$ cat src/rtl/control_sequencer_p_pkg.sv
// control_sequencer_p_pkg
// Shared constants for the control sequencer: opcode values, addressing-mode
// values, the state encoding exposed on the `state` port, and the instruction
// classes the decoder hands back to the sequencer.
package control_sequencer_p_pkg;

  localparam int OPCODE_W = 5;
  localparam int MODE_W   = 2;
  localparam int STATE_W  = 5;

  // Opcode values (top five bits of the instruction word)
  localparam logic [OPCODE_W-1:0] OP_NOP   = 5'b00000;
  localparam logic [OPCODE_W-1:0] OP_ADD   = 5'b00001;
  localparam logic [OPCODE_W-1:0] OP_SUB   = 5'b00010;
  localparam logic [OPCODE_W-1:0] OP_AND   = 5'b00011;
  localparam logic [OPCODE_W-1:0] OP_OR    = 5'b00100;
  localparam logic [OPCODE_W-1:0] OP_LOAD  = 5'b10000;
  localparam logic [OPCODE_W-1:0] OP_STORE = 5'b10001;
  localparam logic [OPCODE_W-1:0] OP_MOVE  = 5'b10010;
  localparam logic [OPCODE_W-1:0] OP_HALT  = 5'b11111;

  // Addressing modes. Only LOAD looks at the mode: MODE_IMM takes its
  // operand from the next fetched word, every other mode goes to data memory.
  localparam logic [MODE_W-1:0] MODE_REG      = 2'b00;
  localparam logic [MODE_W-1:0] MODE_INDIRECT = 2'b01;
  localparam logic [MODE_W-1:0] MODE_IMM      = 2'b10;
  localparam logic [MODE_W-1:0] MODE_OFFSET   = 2'b11;

  // Sequencer states; the numeric values are visible on the `state` port.
  typedef enum logic [STATE_W-1:0] {
    ST_IDLE     = 5'd0,
    ST_FETCH    = 5'd1,
    ST_DECODE   = 5'd2,
    ST_IMM      = 5'd3,
    ST_EXEC     = 5'd4,
    ST_MEM_WAIT = 5'd5,
    ST_WB       = 5'd6,
    ST_HALT     = 5'd31
  } state_t;

  // What the sequencer must do with the word held in IR.
  typedef enum logic [2:0] {
    CLS_NOP,
    CLS_ALU,
    CLS_MOVE,
    CLS_LOAD_IMM,
    CLS_LOAD_MEM,
    CLS_STORE,
    CLS_HALT,
    CLS_ILLEGAL
  } instr_class_t;

endpackage

$ cat src/rtl/control_sequencer_p_instr_decoder.sv
// control_sequencer_p_instr_decoder
// Purely combinational classification of an opcode/mode pair.
// Ports:
//   opcode  in  5  opcode field of IR
//   mode    in  2  mode field of IR
//   iclass  out    instruction class (drives the sequencer's next state)
//   illegal out 1  opcode is not one of the defined values
module control_sequencer_p_instr_decoder
  import control_sequencer_p_pkg::*;
(
  input  logic [OPCODE_W-1:0] opcode,
  input  logic [MODE_W-1:0]   mode,
  output instr_class_t        iclass,
  output logic                illegal
);

  always_comb begin
    iclass = CLS_ILLEGAL;
    case (opcode)
      OP_NOP:                        iclass = CLS_NOP;
      OP_ADD, OP_SUB, OP_AND, OP_OR: iclass = CLS_ALU;
      OP_MOVE:                       iclass = CLS_MOVE;
      OP_LOAD:  iclass = (mode == MODE_IMM) ? CLS_LOAD_IMM : CLS_LOAD_MEM;
      OP_STORE:                      iclass = CLS_STORE;
      OP_HALT:                       iclass = CLS_HALT;
      default:                       iclass = CLS_ILLEGAL;
    endcase
    illegal = (iclass == CLS_ILLEGAL);
  end

endmodule

$ cat src/rtl/control_sequencer_p.sv
// control_sequencer_p
// Multi-cycle instruction sequencer: fetches a word, decodes it, and walks
// through EXEC / IMM / MEM_WAIT / WB, producing register-file, ALU and
// data-memory control strobes.
// Ports:
//   clock        in   1        system clock
//   reset        in   1        asynchronous reset, active low
//   instr        in   INSTR_W  fetched word (instruction or immediate)
//   instr_valid  in   1        instr holds a valid word this cycle
//   fetch_req    out  1        word request (FETCH and IMM)
//   mem_ready    in   1        data-memory access complete
//   mem_rd       out  1        load strobe
//   mem_wr       out  1        store strobe
//   state        out  5        current state encoding
//   src_sel      out  REG_SEL_W source register select
//   dst_sel      out  REG_SEL_W destination register select
//   alu_op       out  5        opcode presented to the ALU
//   reg_we       out  1        register-file write enable
//   imm_out      out  INSTR_W  latched immediate word
//   imm_sel      out  1        write-back takes imm_out instead of the ALU
//   pc_inc       out  1        program-counter increment pulse
//   halted       out  1        sequencer is in HALT
//   illegal      out  1        sticky: an undefined opcode was decoded
//   timeout      out  1        sticky: a memory access was aborted
module control_sequencer_p
  import control_sequencer_p_pkg::*;
#(
  parameter int INSTR_W     = 16,
  parameter int REG_SEL_W   = 3,
  parameter int MEM_TIMEOUT = 15
) (
  input  logic                 clock,
  input  logic                 reset,
  input  logic [INSTR_W-1:0]   instr,
  input  logic                 instr_valid,
  output logic                 fetch_req,
  input  logic                 mem_ready,
  output logic                 mem_rd,
  output logic                 mem_wr,
  output logic [STATE_W-1:0]   state,
  output logic [REG_SEL_W-1:0] src_sel,
  output logic [REG_SEL_W-1:0] dst_sel,
  output logic [OPCODE_W-1:0]  alu_op,
  output logic                 reg_we,
  output logic [INSTR_W-1:0]   imm_out,
  output logic                 imm_sel,
  output logic                 pc_inc,
  output logic                 halted,
  output logic                 illegal,
  output logic                 timeout
);

  // Last MEM_WAIT count value before the access is abandoned.
  localparam logic [3:0] WAIT_LAST = 4'(MEM_TIMEOUT - 1);

  state_t               state_q, state_d;
  logic [INSTR_W-1:0]   ir_q, ir_d;
  logic [INSTR_W-1:0]   imm_q, imm_d;
  logic [3:0]           wait_cnt_q, wait_cnt_d;
  logic                 illegal_q, illegal_d;
  logic                 timeout_q, timeout_d;
  logic                 fetch_req_q, fetch_req_d;
  logic                 mem_rd_q, mem_rd_d;
  logic                 mem_wr_q, mem_wr_d;
  logic                 reg_we_q, reg_we_d;
  logic                 pc_inc_q, pc_inc_d;
  logic                 imm_sel_q, imm_sel_d;

  // IR fields
  logic [OPCODE_W-1:0]  ir_opcode;
  logic [MODE_W-1:0]    ir_mode;
  logic [REG_SEL_W-1:0] ir_src;
  logic [REG_SEL_W-1:0] ir_dst;
  logic                 unused_ir_bits;

  assign ir_opcode = ir_q[INSTR_W-1 -: OPCODE_W];
  assign ir_mode   = ir_q[INSTR_W-6 -: MODE_W];
  assign ir_src    = ir_q[INSTR_W-9 -: REG_SEL_W];
  assign ir_dst    = ir_q[INSTR_W-9-REG_SEL_W -: REG_SEL_W];
  // Spare bits of the instruction word carry no meaning.
  assign unused_ir_bits = ^ir_q;

  instr_class_t iclass;
  logic         dec_illegal;

  // IR only changes on the FETCH->DECODE edge, so the class derived from it
  // stays valid for every state of the instruction.
  control_sequencer_p_instr_decoder instr_decoder (
    .opcode  (ir_opcode),
    .mode    (ir_mode),
    .iclass  (iclass),
    .illegal (dec_illegal)
  );

  always_comb begin
    state_d    = state_q;
    ir_d       = ir_q;
    imm_d      = imm_q;
    wait_cnt_d = wait_cnt_q;
    illegal_d  = illegal_q;
    timeout_d  = timeout_q;
    pc_inc_d   = 1'b0;
    imm_sel_d  = 1'b0;

    case (state_q)
      ST_IDLE: state_d = ST_FETCH;

      ST_FETCH: begin
        if (instr_valid) begin
          ir_d     = instr;
          pc_inc_d = 1'b1;
          state_d  = ST_DECODE;
        end
      end

      ST_DECODE: begin
        wait_cnt_d = '0;
        case (iclass)
          CLS_LOAD_IMM:         state_d = ST_IMM;
          CLS_ALU, CLS_MOVE:    state_d = ST_EXEC;
          CLS_LOAD_MEM,
          CLS_STORE:            state_d = ST_MEM_WAIT;
          CLS_NOP:              state_d = ST_FETCH;
          CLS_HALT:             state_d = ST_HALT;
          default: begin
            illegal_d = illegal_q | dec_illegal;
            state_d   = ST_FETCH;
          end
        endcase
      end

      ST_IMM: begin
        if (instr_valid) begin
          imm_d     = instr;
          pc_inc_d  = 1'b1;
          imm_sel_d = 1'b1;
          state_d   = ST_WB;
        end
      end

      ST_EXEC: state_d = ST_WB;

      ST_MEM_WAIT: begin
        if (mem_ready) begin
          state_d = (iclass == CLS_LOAD_MEM) ? ST_WB : ST_FETCH;
        end else if (wait_cnt_q == WAIT_LAST) begin
          // Abandon the access: no write-back for an aborted load.
          timeout_d = 1'b1;
          state_d   = ST_FETCH;
        end else begin
          wait_cnt_d = wait_cnt_q + 4'd1;
        end
      end

      ST_WB: state_d = ST_FETCH;

      ST_HALT: state_d = ST_HALT;

      default: state_d = ST_IDLE;
    endcase

    // Strobes are flopped from the next state so they line up with the
    // state they belong to and never glitch.
    fetch_req_d = (state_d == ST_FETCH) || (state_d == ST_IMM);
    mem_rd_d    = (state_d == ST_MEM_WAIT) && (iclass == CLS_LOAD_MEM);
    mem_wr_d    = (state_d == ST_MEM_WAIT) && (iclass == CLS_STORE);
    reg_we_d    = (state_d == ST_WB);
  end

  always_ff @(posedge clock or negedge reset) begin
    if (!reset) begin
      state_q     <= ST_IDLE;
      ir_q        <= '0;
      imm_q       <= '0;
      wait_cnt_q  <= '0;
      illegal_q   <= 1'b0;
      timeout_q   <= 1'b0;
      fetch_req_q <= 1'b0;
      mem_rd_q    <= 1'b0;
      mem_wr_q    <= 1'b0;
      reg_we_q    <= 1'b0;
      pc_inc_q    <= 1'b0;
      imm_sel_q   <= 1'b0;
    end else begin
      state_q     <= state_d;
      ir_q        <= ir_d;
      imm_q       <= imm_d;
      wait_cnt_q  <= wait_cnt_d;
      illegal_q   <= illegal_d;
      timeout_q   <= timeout_d;
      fetch_req_q <= fetch_req_d;
      mem_rd_q    <= mem_rd_d;
      mem_wr_q    <= mem_wr_d;
      reg_we_q    <= reg_we_d;
      pc_inc_q    <= pc_inc_d;
      imm_sel_q   <= imm_sel_d;
    end
  end

  assign state     = state_q;
  assign fetch_req = fetch_req_q;
  assign mem_rd    = mem_rd_q;
  assign mem_wr    = mem_wr_q;
  assign reg_we    = reg_we_q;
  assign pc_inc    = pc_inc_q;
  assign imm_sel   = imm_sel_q;
  assign imm_out   = imm_q;
  assign illegal   = illegal_q;
  assign timeout   = timeout_q;
  assign halted    = (state_q == ST_HALT);
  // Selects follow IR for the whole life of the instruction.
  assign src_sel   = ir_src;
  assign dst_sel   = ir_dst;
  // Opcode is held through WB so the write-back sees a stable ALU result
  // (MOVE uses the ALU pass path).
  assign alu_op    = (state_q == ST_EXEC || state_q == ST_WB) ? ir_opcode : '0;

endmodule

$ cat config.mk
export PLATFORM = sky130hd
export DESIGN_NAME = control_sequencer_p
export DESIGN_NICKNAME = d
export VERILOG_FILES = /design/src/rtl/control_sequencer_p_pkg.sv /design/src/rtl/control_sequencer_p_instr_decoder.sv /design/src/rtl/control_sequencer_p.sv
export SDC_FILE = /design/constraint.sdc
export NUM_CORES = 1
export LEC_CHECK = 0
export ABC_CLOCK_PERIOD_IN_PS = 1900
export BUFFER_PORTS_ARGS = -buffer_cell sky130_fd_sc_hd__buf_4
export CAP_MARGIN = 10
export CELL_PAD_IN_SITES_DETAIL_PLACEMENT = 0
export CELL_PAD_IN_SITES_GLOBAL_PLACEMENT = 1
export CORE_ASPECT_RATIO = 0.9
export CORE_MARGIN = 4
export CORE_UTILIZATION = 35
export DETAILED_ROUTE_END_ITERATION = 16
export PLACE_DENSITY = 0.76
export SYNTH_ARGS = -nofsm -noshare
export SYNTH_HDL_FRONTEND = slang
export SYNTH_SLANG_ARGS = --single-unit
$ cat constraint.sdc
create_clock -name clock -period 1.9 [get_ports clock]
set_input_delay 0 -clock clock [delete_from_list [all_inputs] [get_ports clock]]
set_output_delay 0 -clock clock [all_outputs]
set_load 0.03 [all_outputs]
==> flow_metrics.py <==
metrics = {
    "floorplanning": {
        "coreArea_um2": 5730,
        "die_y_um": 81.1,
        "ios": 61,
        "num_rows": 26,
        "dieWidth_um": 89.2,
        "dieArea_um2": 7240,
        "start_util": 0.363,
    },
    "placed_design": {
        "numPortBuffers": 60,
        "dp.cells": 340,
        "place_congestion": 0.859,
        "dp_slack_ns": 0.0371,
        "dpl.hpwl_mm": 3.63,
    },
    "timing": {
        "finalHoldViolations": 0,
        "final.min_clock_period_ns": 1.84,
        "setup-tns-final_ns": 0,
        "slew_headroom": 0.617,
        "clock_skew_ns": 0.00665,
        "rsz0062_at_grt": "no",
        "setup_slack_ns": 0.0635,
        "worst_pin_slew_ns": 0.575,
        "slew_viol_final": 0,
        "setup_viol": 0,
        "finalCritPeriodShare": 0.967,
        "fmax_ghz": 0.545,
    },
    "setup_path": {
        "crit_type": "reg -> reg",
        "end_kind": "register",
        "r2r-start": "ir_q[13]",
        "cp_max_fo": 11,
        "cp.required_ns": 2.08,
        "rrSetupSlack_ns": 0.06,
        "cp.arrival_ns": 2.02,
        "rr_endpoint": "mem_rd",
        "rr_worst_depth": 5,
        "crit_path_start": "ir_q[13]",
        "cp-start-kind": "register",
        "crit_end": "mem_rd",
    },
    "power_and_ir_drop": {
        "leakage_uw": 0.00152,
        "ir_worst_vdd_uv": 775,
        "p_per_area_nw_per_um2": 1600,
    },
    "logic_synthesis": {
        "synthTopCellsByArea": "dfrtp_1, nand2_1, mux2_2, and2_1, o211ai_1",
        "synth_nets": 225,
        "synthesis.area_um2": 2080,
        "yosysWarnings": 0,
        "ys_seq_area_frac": 0.554,
        "yosysTopAreaCell": "dfrtp_1",
        "synthArstFlopShare": 1.00,
        "synth_edf_count": 0,
        "yosysUniqueCellTypes": 42,
        "ys_ff_latch": 46,
        "syn_inst": 203,
        "synth_top_area_share": 0.554,
        "synthFlopType": "dfrtp_1",
        "synth.avg_cell_area_um2": 10.2,
    },
    "global_routing": {
        "grt_pass1_wl_mm": 8.63,
        "antenna_found_initial": 0,
        "grt_usage": 0.152,
        "grt_max_degree": 47,
        "grt_pass1_vias": 1769,
        "overflow": 0,
    },
    "route": {
        "drt-pass1-iter-count": 4,
        "wirelength_mm": 5.09,
        "drc": 0,
        "routed_via_density": 4.89,
        "vias": 1790,
        "final_antenna_net_count": 0,
        "drt_iter0_drc": 30,
        "wl_per_cell_um": 13.9,
    },
    "clock_tree": {
        "cts_tree": "yes",
        "path_clk_slew_ns": 0.09,
        "cts_buffer_depth": 2,
        "cts.sinks": 46,
        "cts_buffers": 5,
        "htree_num_levels": 2,
        "clk_latency_ns": 0.29,
        "cts_root_buf": "clkbuf_8",
    },
    "layout": {
        "drive_gt1_frac": 0.385,
        "area.sequential_um2": 1150,
        "antenna_cells": 0,
        "multi_input_area_um2": 897,
        "final_common_cell": "buf_4",
        "fill_cells": 542,
        "fin_util": 0.532,
        "area_growth_pct": 46.7,
        "layout_common_cells": "buf_4, nand2_1, dfrtp_1",
        "layout.nets": 317,
        "fin_cells": 366,
    },
    "hold_path": {
        "hp-class": "in -> reg",
    },
    "job": {
        "drv_cap": 0,
    },
    "status": {
        "status": "finished, final reports clean",
    },
}
## cell families (layout without fill, tap and decap cells)
logic type                 after synthesis  after routing  synth area share
AOI/OAI and AO/OA                       22             22            0.0716
xor gates and xnor gates                 1              1           0.00422
adders and majority gates                2              2            0.0120
buffers and inverters                   16            109            0.0319
DFF                                     46             46             0.554
muxes                                   14             14            0.0753
and+or+nand+nor                        102            102             0.251
## cell type report
type                    count  share of cell area
clock inverters             2              0.0123
flip-flops and latches     46               0.379
inverters                   5             0.00657
well taps                  70              0.0287
multi-input cells         141               0.294
clock buffers               6              0.0238
repair buffers             96               0.255
## power by group
part,internal [uW],switching (uW)
clock network,393,330
registers,1360,316
logic,1100,1380
total,2850,2020
## Yosys cell counts (5+ instances only)
| master | instances |
|---|---|
| o211ai_1 | 5 |
| nor2_1 | 5 |
| nand2_1 | 54 |
| nand3_1 | 7 |
| and2_1 | 6 |
| o21ai_0 | 6 |
| mux2_2 | 13 |
| dfrtp_1 | 46 |
| clkbuf_1 | 5 |
## worst min path at each step
stage / start / endpoint / slack (ns) / depth (start not counted)
finish: mem_ready / timeout / 0.12 / 3
global route: mem_ready / timeout / 0.12 / 3
CTS: mem_ready / timeout / 0.10 / 3
detailed placement: reset / pc_inc / 0.05 / 1
global placement: reset / pc_inc / 0.05 / 1
floorplan: reset / fetch_req / -0.30 / 0
## state kept, by name (all words and copies together) (netlist names), 4 cells and up
register	count
wait_cnt_q	4
state	5
ir_q	13
imm_out	16
## through the flow
stage / area (um2) / total power [uW] / hold WS [ns]
global placement: 2720 / 4080 / 0.0460
finish: 3050 / 4880 / 0.122
CTS: 3010 / 4880 / 0.105
global route: 3050 / 5210 / 0.120
floorplan: 2100 / 3130 / -0.296
detailed placement: 2720 / 4110 / 0.0475
## critical path, cell delays in order, from the launching register on
cell and delay, ns:
dfrtp_1 0.50, or4b_4 0.52, a31oi_2 0.16, o211ai_1 0.10, a31o_2 0.26, and4bb_1 0.19
## metal layers
layer	wire [um]	GRT usage
met5	0	0
met4	14	0.0223
met3	372	0.0426
met2	2390	0.247
met1	2310	0.206
## repair_timing
action | CTS | global route
setup buffers | 0 | 0
endpoints found under the setup margin | 0 | 21
gates resized for setup | 0 | 8
hold buffers | 18 | 0
hold endpoints to repair | 76 | 0
(Power assumes the default switching activity.)
